[config.mk]
export PLATFORM = sky130hd
export DESIGN_NAME = serial_adder
export DESIGN_NICKNAME = d
export VERILOG_FILES = /design/src/rtl/serial_adder_pkg.sv /design/src/rtl/full_tasizan.sv /design/src/rtl/serial_adder.sv
export SDC_FILE = /design/constraint.sdc
export NUM_CORES = 1
export LEC_CHECK = 0
export CORE_MARGIN = 10
export CORE_UTILIZATION = 55
export CTS_CLUSTER_SIZE = 16
export DETAILED_ROUTE_END_ITERATION = 8
export PLACE_DENSITY = 0.92
export SLEW_MARGIN = 20
export SYNTH_ARGS = -nofsm -noshare
export SYNTH_HDL_FRONTEND = slang
export SYNTH_HIERARCHICAL = 1
export SYNTH_SLANG_ARGS = --single-unit
export TNS_END_PERCENT = 1
[constraint.sdc]
create_clock -name clk -period 2.1 [get_ports clk]
set_input_delay 0.63 -clock clk [delete_from_list [all_inputs] [get_ports clk]]
set_output_delay 0.63 -clock clk [all_outputs]
set_load 0.01 [all_outputs]
[src/rtl/serial_adder_pkg.sv]
// Shared definitions for the bit-serial adder: default width and FSM encoding.
package serial_adder_pkg;

   // Default operand width; legal range is 2..32.
   localparam int unsigned DefaultWidth = 8;

   // 2'd3 is unused; the FSM recovers from it to StIdle.
   typedef enum logic [1:0] {
      StIdle  = 2'd0,
      StShift = 2'd1,
      StDone  = 2'd2
   } state_e;

endpackage

[src/rtl/full_tasizan.sv]
// 1-bit combinational full adder shared with the parallel adder designs.
module full_tasizan (
   input  logic a,
   input  logic b,
   input  logic cin,
   output logic cout,
   output logic s
);

   // Sum and carry of a single bit position.
   always_comb begin
      s    = a ^ b ^ cin;
      cout = (a & b) | (cin & (a ^ b));
   end

endmodule

[src/rtl/serial_adder.sv]
// Bit-serial WIDTH-bit adder: operands are shifted LSB-first through one full
// adder, with a carry flop linking consecutive bit positions.
// Optional signed-overflow output enabled by defining SERIAL_ADDER_OVF_FLAG_EN.
module serial_adder
   import serial_adder_pkg::*;
#(
   parameter int unsigned WIDTH = DefaultWidth
) (
   input  logic             clk,
   input  logic             rst_n,
   input  logic             start,
   input  logic [WIDTH-1:0] a,
   input  logic [WIDTH-1:0] b,
   input  logic             cin,
   output logic             busy,
   output logic             done,
   output logic [WIDTH-1:0] s,
`ifdef SERIAL_ADDER_OVF_FLAG_EN
   output logic             cout,
   output logic             ovf
`else
   output logic             cout
`endif
);

   localparam int unsigned CntW = $clog2(WIDTH) + 1;
   localparam logic [CntW-1:0] LastCnt = CntW'(WIDTH - 1);

   state_e state_q, state_d;

   logic [WIDTH-1:0] a_sr_q, a_sr_d;
   logic [WIDTH-1:0] b_sr_q, b_sr_d;
   logic [WIDTH-1:0] sum_sr_q, sum_sr_d;
   logic [WIDTH-1:0] sum_next;
   logic [WIDTH-1:0] s_q, s_d;
   logic [CntW-1:0]  cnt_q, cnt_d;
   logic             carry_q, carry_d;
   logic             cout_q, cout_d;
   logic             fa_s, fa_cout;
   logic             last_bit;
`ifdef SERIAL_ADDER_OVF_FLAG_EN
   logic             ovf_q, ovf_d;
`endif

   full_tasizan u_fa (
      .a    (a_sr_q[0]),
      .b    (b_sr_q[0]),
      .cin  (carry_q),
      .cout (fa_cout),
      .s    (fa_s)
   );

   assign last_bit = (cnt_q == LastCnt);
   assign sum_next = {fa_s, sum_sr_q[WIDTH-1:1]};

   // FSM state register.
   always_ff @(posedge clk or negedge rst_n) begin
      if (!rst_n) begin
         state_q <= StIdle;
      end else begin
         state_q <= state_d;
      end
   end

   // FSM next state; start is honoured whenever the block is not busy.
   always_comb begin
      state_d = state_q;
      case (state_q)
         StIdle:  if (start) state_d = StShift;
         StShift: if (last_bit) state_d = StDone;
         StDone:  state_d = start ? StShift : StIdle;
         default: state_d = StIdle;
      endcase
   end

   // FSM outputs; busy and done are decoded from distinct states so never overlap.
   always_comb begin
      busy = (state_q == StShift);
      done = (state_q == StDone);
   end

   // Datapath next state: capture on accepted start, one bit per SHIFT cycle,
   // result registers written only on the final bit (i.e. on DONE entry).
   always_comb begin
      a_sr_d   = a_sr_q;
      b_sr_d   = b_sr_q;
      sum_sr_d = sum_sr_q;
      carry_d  = carry_q;
      cnt_d    = cnt_q;
      s_d      = s_q;
      cout_d   = cout_q;
`ifdef SERIAL_ADDER_OVF_FLAG_EN
      ovf_d    = ovf_q;
`endif
      case (state_q)
         StIdle, StDone: begin
            if (start) begin
               a_sr_d  = a;
               b_sr_d  = b;
               carry_d = cin;
               cnt_d   = '0;
            end
         end
         StShift: begin
            a_sr_d   = {1'b0, a_sr_q[WIDTH-1:1]};
            b_sr_d   = {1'b0, b_sr_q[WIDTH-1:1]};
            sum_sr_d = sum_next;
            carry_d  = fa_cout;
            // Counter parks at zero rather than stepping past WIDTH-1.
            cnt_d    = last_bit ? '0 : cnt_q + 1'b1;
            if (last_bit) begin
               s_d    = sum_next;
               cout_d = fa_cout;
`ifdef SERIAL_ADDER_OVF_FLAG_EN
               // carry_q here is the carry into the MSB.
               ovf_d  = carry_q ^ fa_cout;
`endif
            end
         end
         default: ;
      endcase
   end

   // Datapath registers; reset aborts any operation in flight.
   always_ff @(posedge clk or negedge rst_n) begin
      if (!rst_n) begin
         a_sr_q   <= '0;
         b_sr_q   <= '0;
         sum_sr_q <= '0;
         carry_q  <= 1'b0;
         cnt_q    <= '0;
         s_q      <= '0;
         cout_q   <= 1'b0;
`ifdef SERIAL_ADDER_OVF_FLAG_EN
         ovf_q    <= 1'b0;
`endif
      end else begin
         a_sr_q   <= a_sr_d;
         b_sr_q   <= b_sr_d;
         sum_sr_q <= sum_sr_d;
         carry_q  <= carry_d;
         cnt_q    <= cnt_d;
         s_q      <= s_d;
         cout_q   <= cout_d;
`ifdef SERIAL_ADDER_OVF_FLAG_EN
         ovf_q    <= ovf_d;
`endif
      end
   end

   assign s    = s_q;
   assign cout = cout_q;
`ifdef SERIAL_ADDER_OVF_FLAG_EN
   assign ovf  = ovf_q;
`endif

endmodule

# [Word level (Yosys, flattened, before mapping)]
# Cells that the tools add are included.
[word_totals] register_bits=40 input_bits=20 output_inout_bits=11 wordCells=39
[op_classes] n_addsub=1 n_eq_ne=6 mux=13 n_bitwise=5 n_reduce_logical=6
[op_table] cell="one-hot mux 8 bit (2 select lines)" n=2
[op_table] cell="two-way mux 8 bit" n=2
[op_table] cell="two-way mux 4 bit" n=2
[op_table] cell="one-hot mux 4 bit (2 select lines)" n=1
[op_table] cell="one-hot mux 2 bit (3 select lines)" n=1
[op_table] cell="AND reduction 2 bit" n=3
[op_table] cell="adder 4 x 1 -> 4 bit, second input constant" n=1
[op_table] cell="== test 4 x 3 -> 1 bit, second input constant" n=1
[op_table] cell="two-way mux 2 bit" n=2
[op_table] cell="!= test 2 bit, second input constant" n=2
[op_table] cell="AND 1 bit" n=2
[op_table] cell="== test 2 x 1 -> 1 bit, second input constant" n=1
[op_table] cell="== test 2 bit, second input constant" n=1
[op_table] cell="logical NOT 2 bit" n=1
[op_table] cell="two-way mux 1 bit" n=2
[op_table] cell="!= test 2 x 1 -> 1 bit, second input constant" n=1
[op_table] cell="one-hot mux 1 bit (2 select lines)" n=1
[op_table] cell="nonzero test 2 bit" n=1
[op_table] cell="OR reduction 2 bit" n=1
[op_table] cell="XOR 1 bit" n=2
[op_table] cell="bitwise OR 1 bit" n=1

# [Logic depth before layout (Yosys ltp)]
[depth] depth_word=4 mapped_depth=6

# [Hierarchy]
# Netlist, hierarchy kept.
[modules_own_cells] module="serial_adder" n_inst=1 cells_per_inst=168 area_each_um2=1637.8 seq_area_each_um2=975.9
[modules_own_cells] module="full_tasizan" n_inst=1 cells_per_inst=1 area_each_um2=20.0 seq_area_each_um2=0.0

# [Least setup slack after synthesis]
# OpenSTA, ideal clock, no wires.
[synth_path] path_kind="reg-to-output" startpoint="reg state_q[1]" endpoint="out busy" arrival_time_ns=0.920 required_ns=1.470 path_slack_ns=0.550 stages_incl_launch_ff=5 path_buffers=2 path_cell_list="dfrtp_1 -> nand2b_1 -> buf_6 -> inv_1 -> buf_2"
[synth_via] elab_chain_cells=1
[synth_lines] item="start: declaration" line_no="serial_adder.sv:29" text="state_e state_q, state_d;"
[synth_lines] item="start signal: assignment" line_no="serial_adder.sv:59" text="state_q <= StIdle;"
[synth_lines] item="start signal: assignment" line_no="serial_adder.sv:61" text="state_q <= state_d;"
[synth_lines] item="== test 2 x 1 -> 1 bit" line_no="serial_adder.sv:78" text="busy = (state_q == StShift);"
[synth_lines] item="end: declaration" line_no="serial_adder.sv:15" text="output logic busy,"
# Every way passes these cells.

# [Final worst setup path]
[layout_path] startpoint="reg s_q[7], in the netlist s[7]" endpoint="out s[7]"
[layout_rtl] item="start: declaration" line_no="serial_adder.sv:35" text="logic [WIDTH-1:0] s_q, s_d;"
[layout_rtl] item="start signal: assignment" line_no="serial_adder.sv:132" text="s_q <= '0;"
[layout_rtl] item="start signal: assignment" line_no="serial_adder.sv:143" text="s_q <= s_d;"
[layout_rtl] item="end: declaration" line_no="serial_adder.sv:17" text="output logic [WIDTH-1:0] s,"
# No word-level cell between the ends.

==> run summary <==
status: complete, no violations
Wirelength per Cell: 15.1 µm
R2R Path Start: state_q[1]$_DFFE_PN0P_
mapped cell area: 1660 µm²
most area-consuming cells after synthesis: dfrtp_1, nand2_1, mux2_2, a31oi_1, nor2_1
Commonest cells post-synth: nand2_1, dfrtp_1, a31oi_1, nor2_1, mux2_2
PortBufs: 30
Reg clk slew, reported paths: 120 ps
total gr overflow: 0
max_cap viols: 0
Worst path top cell family by delay: buffers and inverters
Worst setup SP type: register
Syn. warnings: 6
top-count cell post-synth: nand2_1
drt pass-1 iters: 4
pin count of the biggest net entering global routing: 44
routed vias/inst: 5.54
setup bufs post-CTS: 0
Fill cells: 207
die area: 5610 µm²
design area: 2030 µm²
vias in the first global route: 1293
initial antenna violation count: 0
Worst slew margin: 0.681
Synth top area share: 0.589
critical setup path kind: reg -> out
CTS Buf Count: 5
type of the worst min-delay path: in -> async
worst path cell trace: clkdlybuf4s50_1
Rows: 19
crit path DAT: 1280 ps
WHS: 310 ps
antenna cells: 0
Clock Tree Buf Depth: 2
Placeable Area: 2830 µm²
Critical Path Sink Type: output port
Req. time, crit path: 1470 ps
CP bufs+invs: 1
sequential share of the synthesized area: 0.589
first-pass GRT wire length: 5730 µm
Final min period: 1910 ps
reg2reg setup slack: 460 ps
Critical-path top delay cell: clkdlybuf4s50_1
Layout area overhead: 22.6%
post-synth top area cell: dfrtp_1
Final HPWL DP: 2570 µm
Post-Route WL: 3520 µm
Skew-Pair Late Insertion Delay: 350 ps
Yosys reg bits: 39
worst vdd ir: 774 µV
Syn Area/Cell: 9.81 µm²
initial DRC count: 167
Worst-Margin Slew: 478 ps
Placer Congestion: 0.753
Top FF cell, synth: dfrtp_1
die width: 74.9 µm
P per Cell Area: 1440 nW/µm²
CTS tree: built
DRT antenna net count: 0
placed inst area: 1980 µm²
nets@finish: 223
count of cell types in the netlist: 21
Remaining DRCs: 0
Synth Instances: 169
syn_nets: 191
LEAKAGE: 0.000928 µW
Final Hold Fails: 0
worst reg2reg path endpoint: s[6]$_DFFE_PN0P_
Final period util: 0.911
Root Driver: clkbuf_4
Setup-failing EPs final: 0
CP max FO: 2
crit-path max cell delay: 550 ps
Starting Density: 0.586
DR vias: 1291
skew final: 7.97 ps
Final Core Density: 0.719
RSZ-0062 raised after global routing: no
Hold Buf Count CTS: 0
# IOs: 31
setup_tns: 0 ps
height of the die: 74.9 µm
fraction of layout cells with a size suffix above 1: 0.119
Reg2Reg Depth: 4
H-Tree Level Count: 2
Synth async-reset ratio: 1.00
Fmax: 523 MHz
number of synthesized flops with an enable pin: 0
Final Slew Violations: 0
clock sink count: 39
GRT Util Overall: 0.134
how the worst max path moves through the flow:
stage	from	endpoint	slack (ps)	depth (start not counted)
CTS	s[7]$_DFFE_PN0P_	s[7]	170	1
detailed placement	start	a_sr_q[4]$_DFFE_PN0P_	200	5
finish	s[7]$_DFFE_PN0P_	s[7]	190	1
floorplan	state_q[1]$_DFFE_PN0P_	busy	550	4
global placement	start	b_sr_q[0]$_DFFE_PN0P_	270	5
global route	s[7]$_DFFE_PN0P_	s[7]	130	1
cell usage in the layout (no fill, tap or decap), drive strengths merged:
cell type and instances:
inv 1, nand2 59, dfrtp 39, clkdlybuf4s50 27, a22o 1, dlygate4sd2 2, clkinv 1, nand3 6
nor2b 3, nand3b 1, o21ai 1, buf 6, a21oi 2, clkbuf 5, a31oi 15, nor2 16
clkinvlp 2, mux2i 1, mux2 9, nand2b 2, or4 1, ha 1, fa 1
timing repair:
action	in CTS	in global routing
resized for setup	2	0
endpoints found under the hold margin	0	0
setup endpoints to repair	2	0
final cells by class:
class / instances / area, µm² / area share
sequential: 39 / 976 / 0.480
multi-input combinational: 119 / 627 / 0.308
timing repair buffer: 35 / 330 / 0.162
tap: 31 / 38.8 / 0.0191
clock buffer: 5 / 37.5 / 0.0185
clock inverter: 3 / 20.0 / 0.00985
inverter: 1 / 3.75 / 0.00185
power by group:
group          switching [µW]  total, µW  internal, µW  leakage (µW)
Sequential                206       1300          1100      0.000472
Clock                     254        382           128     0.0000272
Combinational             669       1240           575      0.000428
Total                    1130       2930          1800      0.000928
layer usage:
layer,share of wire,global-route usage
met1,0.39,0.137
met2,0.55,0.235
met3,0.041,0.0486
met4,0.020,0.0693
met5,0,0
metrics by stage:
stage / power, µW / cells / setup slack [ps]
2_1_floorplan: 2120 / 169 / 550
3_3_place_gp: 2480 / 225 / 274
3_5_place_dp: 2590 / 225 / 202
4_1_cts: 2960 / 233 / 171
5_1_grt: 3160 / 233 / 133
6_report: 2930 / 233 / 188
registers in the layout, indices dropped and copies added (netlist names):
| name | flops |
|---|---|
| cnt_q | 4 |
| a_sr_q | 8 |
| carry_q | 1 |
| cout | 1 |
| state_q | 2 |
| b_sr_q | 8 |
| sum_sr_q | 7 |
| s | 8 |
kinds of logic after synthesis:
family	after synthesis	synth area share
DFF	39	0.589
adders and majority gates	2	0.0196
AOI/OAI and AO/OA	19	0.0709
muxes	10	0.0672
buffers and inverters	11	0.0332
and+or+nand+nor	88	0.220
No activity file was read; power rests on OpenSTA's default activity.
